### config.mk
export PLATFORM = sky130hd
export DESIGN_NAME = fetch_queue_flat
export DESIGN_NICKNAME = d
export VERILOG_FILES = /design/src/rtl/fetch_queue_if.sv /design/src/rtl/fetch_queue.sv /design/src/flat_wrapper.sv
export SDC_FILE = /design/constraint.sdc
export NUM_CORES = 1
export LEC_CHECK = 0
export ABC_AREA = 1
export BUFFER_PORTS_ARGS = -buffer_cell sky130_fd_sc_hd__clkbuf_2
export CORE_ASPECT_RATIO = 1.4
export CORE_UTILIZATION = 30
export DETAILED_ROUTE_END_ITERATION = 8
export PLACE_DENSITY = 0.59
export SYNTH_ARGS = -nofsm -noshare
export SYNTH_HDL_FRONTEND = slang
export SYNTH_SLANG_ARGS = --single-unit
### constraint.sdc
create_clock -name clk -period 9.7 [get_ports clk]
set_clock_uncertainty 0.05 [all_clocks]
set_input_delay 0.485 -clock clk [delete_from_list [all_inputs] [get_ports clk]]
set_output_delay 0.485 -clock clk [all_outputs]
set_load 0.05 [all_outputs]
### src/rtl/fetch_queue_if.sv
// Fetch-side bus for fetch_queue: instruction-memory port, execute redirect
// and the valid/ready queue head presented to decode.
interface fetch_queue_if;
  logic [31:0] imem_pc;
  logic [39:0] imem_instr;
  logic        redirect_valid;
  logic [31:0] redirect_pc;
  logic        out_valid;
  logic        out_ready;
  logic [39:0] out_instr;
  logic [2:0]  out_len;
  logic [31:0] out_pc;
  logic        out_illegal;
  logic        halted;

  modport master (
    output imem_pc,
    input  imem_instr,
    input  redirect_valid,
    input  redirect_pc,
    output out_valid,
    input  out_ready,
    output out_instr,
    output out_len,
    output out_pc,
    output out_illegal,
    output halted
  );

  modport slave (
    input  imem_pc,
    output imem_instr,
    output redirect_valid,
    output redirect_pc,
    input  out_valid,
    output out_ready,
    input  out_instr,
    input  out_len,
    input  out_pc,
    input  out_illegal,
    input  halted
  );
endinterface

### src/rtl/fetch_queue.sv
// Fetch stage: owns the fetch PC, pre-decodes instruction length from the
// opcode byte and buffers {pc, window, length, illegal} for decode.
module fetch_queue #(
  parameter int unsigned DEPTH    = 4,
  parameter logic [31:0] RESET_PC = 32'h0000_0000
) (
  input  logic          clk,
  input  logic          rst,
  fetch_queue_if.master bus
);

  localparam int unsigned PTR_W = $clog2(DEPTH);
  localparam int unsigned CNT_W = $clog2(DEPTH + 1);

  typedef enum logic {
    ST_FETCH,
    ST_HALT
  } state_e;

  state_e             state_q, state_d;
  logic [31:0]        pc_q, pc_d;
  logic [PTR_W-1:0]   wr_ptr_q, wr_ptr_d;
  logic [PTR_W-1:0]   rd_ptr_q, rd_ptr_d;
  logic [CNT_W-1:0]   count_q, count_d;

  logic [31:0]        ent_pc_q    [DEPTH];
  logic [39:0]        ent_instr_q [DEPTH];
  logic [2:0]         ent_len_q   [DEPTH];
  logic               ent_ill_q   [DEPTH];

  logic [7:0]         opcode;
  logic [2:0]         dec_len;
  logic               dec_ill;
  logic               dec_stop;
  logic               full;
  logic               empty;
  logic               enq;
  logic               deq;

  // Length pre-decode of the opcode byte at the current fetch PC.
  always_comb begin
    opcode  = bus.imem_instr[7:0];
    dec_len = 3'd1;
    dec_ill = 1'b0;
    case (opcode) inside
      8'h90, 8'hF4:                dec_len = 3'd1;
      8'hEB, 8'h74, 8'h75, 8'h01:  dec_len = 3'd2;
      8'h05, 8'hE9, [8'hB8:8'hBF]: dec_len = 3'd5;
      default: begin
        dec_len = 3'd1;
        dec_ill = 1'b1;
      end
    endcase
    dec_stop = dec_ill || (opcode == 8'hF4);
  end

  // Full is judged before the edge, so a same-cycle pop never makes room
  // for a same-cycle push; redirect suppresses both.
  always_comb begin
    full  = (count_q == CNT_W'(DEPTH));
    empty = (count_q == '0);
    enq   = !full && (state_q == ST_FETCH) && !bus.redirect_valid;
    deq   = !empty && bus.out_ready && !bus.redirect_valid;
  end

  always_comb begin
    state_d  = state_q;
    pc_d     = pc_q;
    wr_ptr_d = wr_ptr_q;
    rd_ptr_d = rd_ptr_q;
    count_d  = count_q;
    if (bus.redirect_valid) begin
      state_d  = ST_FETCH;
      pc_d     = bus.redirect_pc;
      wr_ptr_d = '0;
      rd_ptr_d = '0;
      count_d  = '0;
    end else begin
      if (enq) begin
        pc_d     = pc_q + 32'(dec_len);
        wr_ptr_d = wr_ptr_q + PTR_W'(1);
        if (dec_stop) begin
          state_d = ST_HALT;
        end
      end
      if (deq) begin
        rd_ptr_d = rd_ptr_q + PTR_W'(1);
      end
      case ({enq, deq})
        2'b10:   count_d = count_q + CNT_W'(1);
        2'b01:   count_d = count_q - CNT_W'(1);
        default: count_d = count_q;
      endcase
    end
  end

  always_ff @(posedge clk) begin
    if (rst) begin
      state_q  <= ST_FETCH;
      pc_q     <= RESET_PC;
      wr_ptr_q <= '0;
      rd_ptr_q <= '0;
      count_q  <= '0;
    end else begin
      state_q  <= state_d;
      pc_q     <= pc_d;
      wr_ptr_q <= wr_ptr_d;
      rd_ptr_q <= rd_ptr_d;
      count_q  <= count_d;
    end
  end

  always_ff @(posedge clk) begin
    if (!rst && enq) begin
      ent_pc_q[wr_ptr_q]    <= pc_q;
      ent_instr_q[wr_ptr_q] <= bus.imem_instr;
      ent_len_q[wr_ptr_q]   <= dec_len;
      ent_ill_q[wr_ptr_q]   <= dec_ill;
    end
  end

  // Head fields are forced to zero while the queue is empty.
  always_comb begin
    bus.imem_pc     = pc_q;
    bus.halted      = (state_q == ST_HALT);
    bus.out_valid   = !empty;
    bus.out_pc      = '0;
    bus.out_instr   = '0;
    bus.out_len     = '0;
    bus.out_illegal = 1'b0;
    if (!empty) begin
      bus.out_pc      = ent_pc_q[rd_ptr_q];
      bus.out_instr   = ent_instr_q[rd_ptr_q];
      bus.out_len     = ent_len_q[rd_ptr_q];
      bus.out_illegal = ent_ill_q[rd_ptr_q];
    end
  end

endmodule
### src/flat_wrapper.sv
// flat-port wrapper written by rule: the top's interface ports become plain ports
module fetch_queue_flat 
#(
  parameter int unsigned DEPTH    = 4,
  parameter logic [31:0] RESET_PC = 32'h0000_0000
)
  (clk, rst, bus_imem_pc, bus_imem_instr, bus_redirect_valid, bus_redirect_pc, bus_out_valid, bus_out_ready, bus_out_instr, bus_out_len, bus_out_pc, bus_out_illegal, bus_halted);
  fetch_queue_if bus_i ();
  input  logic clk;
  input  logic rst;
  output wire logic [$bits(bus_i.imem_pc)-1:0] bus_imem_pc;
  input wire logic [$bits(bus_i.imem_instr)-1:0] bus_imem_instr;
  input wire logic [$bits(bus_i.redirect_valid)-1:0] bus_redirect_valid;
  input wire logic [$bits(bus_i.redirect_pc)-1:0] bus_redirect_pc;
  output wire logic [$bits(bus_i.out_valid)-1:0] bus_out_valid;
  input wire logic [$bits(bus_i.out_ready)-1:0] bus_out_ready;
  output wire logic [$bits(bus_i.out_instr)-1:0] bus_out_instr;
  output wire logic [$bits(bus_i.out_len)-1:0] bus_out_len;
  output wire logic [$bits(bus_i.out_pc)-1:0] bus_out_pc;
  output wire logic [$bits(bus_i.out_illegal)-1:0] bus_out_illegal;
  output wire logic [$bits(bus_i.halted)-1:0] bus_halted;
  assign bus_imem_pc = bus_i.imem_pc;
  assign bus_i.imem_instr = bus_imem_instr;
  assign bus_i.redirect_valid = bus_redirect_valid;
  assign bus_i.redirect_pc = bus_redirect_pc;
  assign bus_out_valid = bus_i.out_valid;
  assign bus_i.out_ready = bus_out_ready;
  assign bus_out_instr = bus_i.out_instr;
  assign bus_out_len = bus_i.out_len;
  assign bus_out_pc = bus_i.out_pc;
  assign bus_out_illegal = bus_i.out_illegal;
  assign bus_halted = bus_i.halted;
  fetch_queue #(.DEPTH(DEPTH), .RESET_PC(RESET_PC)) u_core (.clk(clk), .rst(rst), .bus(bus_i));
endmodule
==> results of run 1 <==
## power groups by stage
stage | Sequential, mW | Clock, mW | Combinational (mW)
finish | 1.69 | 1.33 | 0.252
global route | 1.70 | 1.42 | 0.275
CTS | 1.69 | 1.37 | 0.256
detailed placement | 1.72 | 0 | 0.255
global placement | 1.72 | 0 | 0.252
floorplan | 1.74 | 0 | 0.144
## area by class of cell
class / count / area [um2] / share of cell area, %
inverters: 76 / 289 / 1.66
multi-input cells: 923 / 4280 / 24.5
flip-flops and latches: 346 / 9980 / 57.2
well taps: 637 / 797 / 4.57
clock buffers: 45 / 966 / 5.54
clock inverters: 17 / 146 / 0.839
repair buffers: 194 / 993 / 5.69
## path summary, 6_finish.rpt
path                 startpoint                         to  slack [ns]  cells after the start
min reg2reg  u_core.rd_ptr_q[1]                       flop        0.41                      2
max reg2reg   u_core.count_q[1]     u_core.ent_pc_q[0][18]        6.45                      7
max                        flop             bus_out_pc[13]        5.41                      6
min          bus_imem_instr[39]  u_core.ent_instr_q[2][39]        0.14                      1
## flip-flops by register name (all words and copies together), names as in the netlist, named ones only
name	flops
u_core.bus.halted	1
u_core.bus.imem_pc	32
u_core.count_q	3
u_core.ent_ill_q	4
u_core.ent_instr_q	160
u_core.ent_len_q	12
u_core.ent_pc_q	128
u_core.rd_ptr_q	2
u_core.wr_ptr_q	2
## cell families after synthesis
logic type / Yosys count / share of synthesized area, %
AND/OR/NAND/NOR: 603 / 16.8
flip-flops: 346 / 67.3
AO/OA/AOI/OAI: 300 / 10.3
buffers and inverters: 146 / 4.07
XOR/XNOR: 10 / 0.591
adder cells (fa/ha/maj): 10 / 0.946
## synthesized netlist by cell type, drive strengths merged (2+ instances only)
master,number
a21oi,104
dfxtp,42
nand2,176
inv,76
fa,2
nand3,29
nor3,10
nor2,378
o21ai,183
nand4,5
ha,8
edfxtp,304
clkbuf,32
a31oi,10
nor4,2
buf,38
xor2,10
## stage by stage
step,util (%),std cells,hold WS [ns]
after floorplan,-,1415,0.386
after global placement,33.4,2176,0.392
after detailed placement,33.4,2176,0.400
after CTS,35.7,2238,0.102
after global routing,35.7,2238,0.111
final,35.7,2238,0.135
## worst max-delay path, stage by stage, from the launching register on
cell	delay, ns
dfxtp_4	1.05
clkinv_2	0.73
buf_4	0.51
nor2_1	0.18
o21ai_0	0.10
a21oi_1	0.26
clkbuf_2	0.34
## per-layer routing
metal	global-route usage, %	vias up	wire length [um]	share of wire (%)
li1	-	5162	-	-
met1	19.2	5127	16900	42
met2	28.9	274	20600	51
met3	2.21	78	1610	4.0
met4	6.28	0	1380	3.4
met5	0	-	0	0
==> run_results.csv, run 1 <==
group,metric,value,unit
sta,rsz0062_at_grt,"no",
power,power.internal,2.48,mW
drt,drt-pass1-iter-count,5,
place,place_ws,5.68,ns
sta,worst_slack,5.41,ns
critical_path,crit_path_start_kind,"flop",
drt,drt-wirelength-per-cell,18.1,um
sta,worstMarginPinSlew,1.22,ns
power,pwr-share-clk,40.7,%
drt,wl,40500,um
power,p_switching,0.799,mW
finish,drive_above_1_share,18.0,%
run_status,status,"complete, no violations",
synthesis,synthesis.instances,1415,
place,place_area,16300,um2
critical_path,crit_required,9.17,ns
sta,fmax,233,MHz
grt,grt_use_total,16.1,%
synthesis,ys_seq_area_share,67.3,%
critical_path,cp.arrival,3.75,ns
sta,relSlewSlack,18.5,%
synthesis,async_reset_ff_share,0,%
sta,finalHoldViolations,0,
finish,layout_commonest_cell,"nor2_1",
power,power.leakage,6.37,nW
grt,antenna_found_initial,0,
grt,first_global_vias,10700,
power,powerDensity,188,nW/um2
clock_tree,cts.sinks,346,
power,ir_worst_vdd,119,uV
sta,setup_violations,0,
finish,most-common-layout-cells,"nor2_1 (358), edfxtp_1 (304), clkbuf_2 (185)",
clock_tree,numCtsBuffers,36,
drt,ant_nets,0,
synthesis,syn_area_per_cell,10.5,um2
critical_path,end_kind,"output port",
synthesis,yosys-top-cells-area,"edfxtp_1 (62%), nor2_1 (9.2%), o21ai_0 (5.7%), dfxtp_1 (5.7%), nand2_1 (4.2%)",
clock_tree,holdBufCountCts,0,
critical_path,critPathMaxFanout,77,
sta,fin_crit_sh,44.2,%
power,pwr-share-comb,7.7,%
synthesis,ys_ff_latch,346,
clock_tree,clk_pin_slew,0.06,ns
drt,viasPerCell,4.75,
critical_path,worstSetupPathType,"flop to output port",
clock_tree,post_cts_resize_count,0,
drt,drt_iter0_drc,558,
grt,grt_pass1_wl,61500,um
sta,final.setup.tns,0,ns
synthesis,ys_types,36,
finish,fin_area,17400,um2
place,port_buffers,185,
floorplan,core_area,48900,um2
synthesis,ys_warn_count,0,
hold_path,hp-class,"primary input to flop",
floorplan,die_w,190,um
clock_tree,cts_setup_buffers,0,
synthesis,synth_ff_type,"edfxtp_1",
floorplan,boundaryPins,186,
grt,grt_max_degree,129,
job,cap_violations,0,
synthesis,yosys.area.top_type,"edfxtp_1",
synthesis,synth_top_cell_area_share,61.6,%
drt,drc,0,
floorplan,dieArea,50300,um2
power,sw_frac_of_total,24.4,%
finish,nets,1663,
place,dpl.hpwl,25000,um
grt,grt.overflow.total,0,
sta,final_max_slew_viol_count,0,
floorplan,start_util,30.3,%
clock_tree,htreeDepth,2,
synthesis,synth_edf_count,304,
power,p_total,3.28,mW
power,pwr-share-seq,51.7,%
synthesis,postSynthNetCount,1501,
finish,antenna_cells,0,
floorplan,rows,96,
clock_tree,cts_tree,"built",
clock_tree,clk_latency,0.52,ns
clock_tree,root_buffer,"clkbuf_16",
place,gp_congestion,0.887,
drt,num_vias,10600,
floorplan,die_y,265,um
synthesis,syn_area,14800,um2
finish,fillerInstances,4882,
clock_tree,cts.path.max_buffers,3,
finish,areaGrowthSynthToFinish,17.8,%
sta,period_minus_slack,4.29,ns
Note: power is estimated with default switching activity, not from simulation.
==> run 2: changes to the inputs <==
clock period = 4.2 ns   (was 9.7 ns; I/O delays follow)
==> run 2 against run 1 <==
Net effect: total power rose by 130%; non-clock buffer count rose by 75; global-route usage rose by 0.18 points; routed wire length rose by 1.4%; cell area rose by 4.5%; via count rose by 3.5%; critical path depth fell by 1; clock-buffer cell count rose by 1; register-to-register slack got worse by 4.7 ns; largest power group unchanged.
==> run_results.csv, run 2 (synthesis results as in run 1) <==
group,metric,value,unit
place,gp_congestion,0.935,
sta,relSlewSlack,27.8,%
power,power.internal,5.75,mW
finish,antenna_cells,0,
clock_tree,cts_tree,"built",
place,port_buffers,185,
clock_tree,post_cts_resize_count,0,
sta,setup_violations,0,
clock_tree,clk_latency,0.52,ns
finish,most-common-layout-cells,"nor2_1 (358), edfxtp_1 (304), clkbuf_2 (185)",
job,cap_violations,0,
sta,worstMarginPinSlew,1.08,ns
critical_path,max_stage_delay,0.66,ns
drt,wl,41100,um
finish,fillerInstances,4781,
power,powerDensity,417,nW/um2
power,ir_worst_vdd,227,uV
finish,top_register,"u_core.ent_instr_q",
drt,ant_nets,0,
drt,drt-wirelength-per-cell,17.8,um
floorplan,die_y,265,um
clock_tree,cts.sinks,346,
sta,finalHoldViolations,0,
power,p_switching,1.86,mW
sta,rsz0062_at_grt,"no",
clock_tree,numCtsBuffers,36,
grt,grt_use_total,16.3,%
clock_tree,htreeDepth,2,
sta,final_max_slew_viol_count,0,
critical_path,worstSetupPathType,"flop to output port",
place,place_area,16500,um2
drt,viasPerCell,4.77,
finish,fin_area,18200,um2
critical_path,crit_path_start_kind,"flop",
clock_tree,clk_pin_slew,0.06,ns
grt,first_global_vias,10900,
clock_tree,cts_setup_buffers,0,
hold_path,hp-class,"primary input to flop",
clock_tree,root_buffer,"clkbuf_16",
power,pwr-share-clk,40.2,%
sta,fmax,309,MHz
critical_path,end_kind,"output port",
floorplan,start_util,30.3,%
grt,antenna_found_initial,0,
clock_tree,holdBufCountCts,68,
finish,areaGrowthSynthToFinish,23.1,%
floorplan,boundaryPins,186,
drt,drt_iter0_drc,691,
drt,drt-pass1-iter-count,5,
critical_path,crit_slowest_cell,"inv_4",
power,sw_frac_of_total,24.4,%
grt,grt_max_degree,99,
critical_path,crit_required,3.94,ns
power,pwr-share-comb,8.5,%
clock_tree,cts.path.max_buffers,3,
power,power.leakage,6.69,nW
sta,period_minus_slack,3.23,ns
power,pwr-share-seq,51.4,%
grt,grt.overflow.total,0,
finish,drive_above_1_share,17.7,%
drt,drc,0,
floorplan,rows,96,
critical_path,critPathMaxFanout,80,
critical_path,cp.arrival,2.97,ns
grt,grt_pass1_wl,62700,um
critical_path,path_cells,"inv_4 -> buf_12 -> o21ai_0 -> a21oi_1 -> clkbuf_2",
run_status,status,"complete, no violations",
sta,fin_crit_sh,77.0,%
floorplan,core_area,48900,um2
floorplan,dieArea,50300,um2
finish,largest_register_ffs,160,
finish,nets,1738,
floorplan,die_w,190,um
power,p_total,7.61,mW
finish,layout_commonest_cell,"nor2_1",
place,dpl.hpwl,25000,um
drt,num_vias,11000,
-- run 2: cell count changes in the layout (fill, tap and decap cells not counted) --
cell and delta:
buf_12 +5, buf_4 +2, clkbuf_1 +2, clkbuf_8 -1, clkinv_1 -5, clkinv_2 -2, clkinvlp_4 +3, dlygate4sd3_1 +68
inv_6 +2, inv_8 -1
-- run 2: worst max-delay path, delay by kind of cell (launching register included) --
| family | cells | cell delay, ns |
|---|---|---|
| compound gates | 2 | 0.45 |
| flops | 1 | 0.54 |
| buf+inv | 3 | 1.38 |
-- run 2: layout make-up --
| type | instances | area [um2] | area share [%] |
|---|---|---|---|
| clock buffers | 46 | 960 | 5.26 |
| repair buffers | 269 | 1790 | 9.81 |
| clock inverters | 14 | 146 | 0.803 |
| inverters | 76 | 289 | 1.58 |
| well taps | 637 | 797 | 4.37 |
| flip-flops and latches | 346 | 9980 | 54.7 |
| multi-input cells | 923 | 4280 | 23.5 |
-- run 2: per-stage QoR --
step,hold slack [ns],setup TNS (ns),setup slack [ns],std cells,utilization [%]
6_report,0.0270,0,0.966,2311,37.3
4_1_cts,0.0000320,0,0.924,2311,37.3
5_1_grt,0.0364,0,0.782,2311,37.3
3_5_place_dp,0.383,0,1.29,2183,33.7
3_3_place_gp,0.375,0,1.40,2183,33.7
2_1_floorplan,0.259,-143.18,-0.471,1415,-
-- run 2: final timing paths --
| check | startpoint | end | slack, ns | depth (start not counted) |
|---|---|---|---|---|
| setup / recovery | flop | bus_out_len[0] | 0.97 | 5 |
| hold / removal | bus_redirect_pc[22] | u_core.bus.imem_pc[22] | 0.03 | 5 |
| setup reg to reg | u_core.count_q[1] | u_core.ent_instr_q[3][19] | 1.72 | 7 |
| hold reg to reg | u_core.rd_ptr_q[1] | flop | 0.42 | 2 |
-- run 2: power groups by stage --
stage | clock network [mW] | registers (mW) | logic [mW]
floorplan | 0 | 4.02 | 0.333
global placement | 0 | 3.98 | 0.591
detailed placement | 0 | 3.98 | 0.597
CTS | 3.15 | 3.91 | 0.651
global route | 3.26 | 3.92 | 0.698
finish | 3.06 | 3.91 | 0.644
-- run 2: layer usage --
metal,vias to the layer above,track usage (%),part of all wire [%]
li1,5299,-,-
met2,301,29.5,52
met3,63,1.88,4.0
met4,0,5.06,2.5
met5,-,0,0
met1,5353,20.0,42
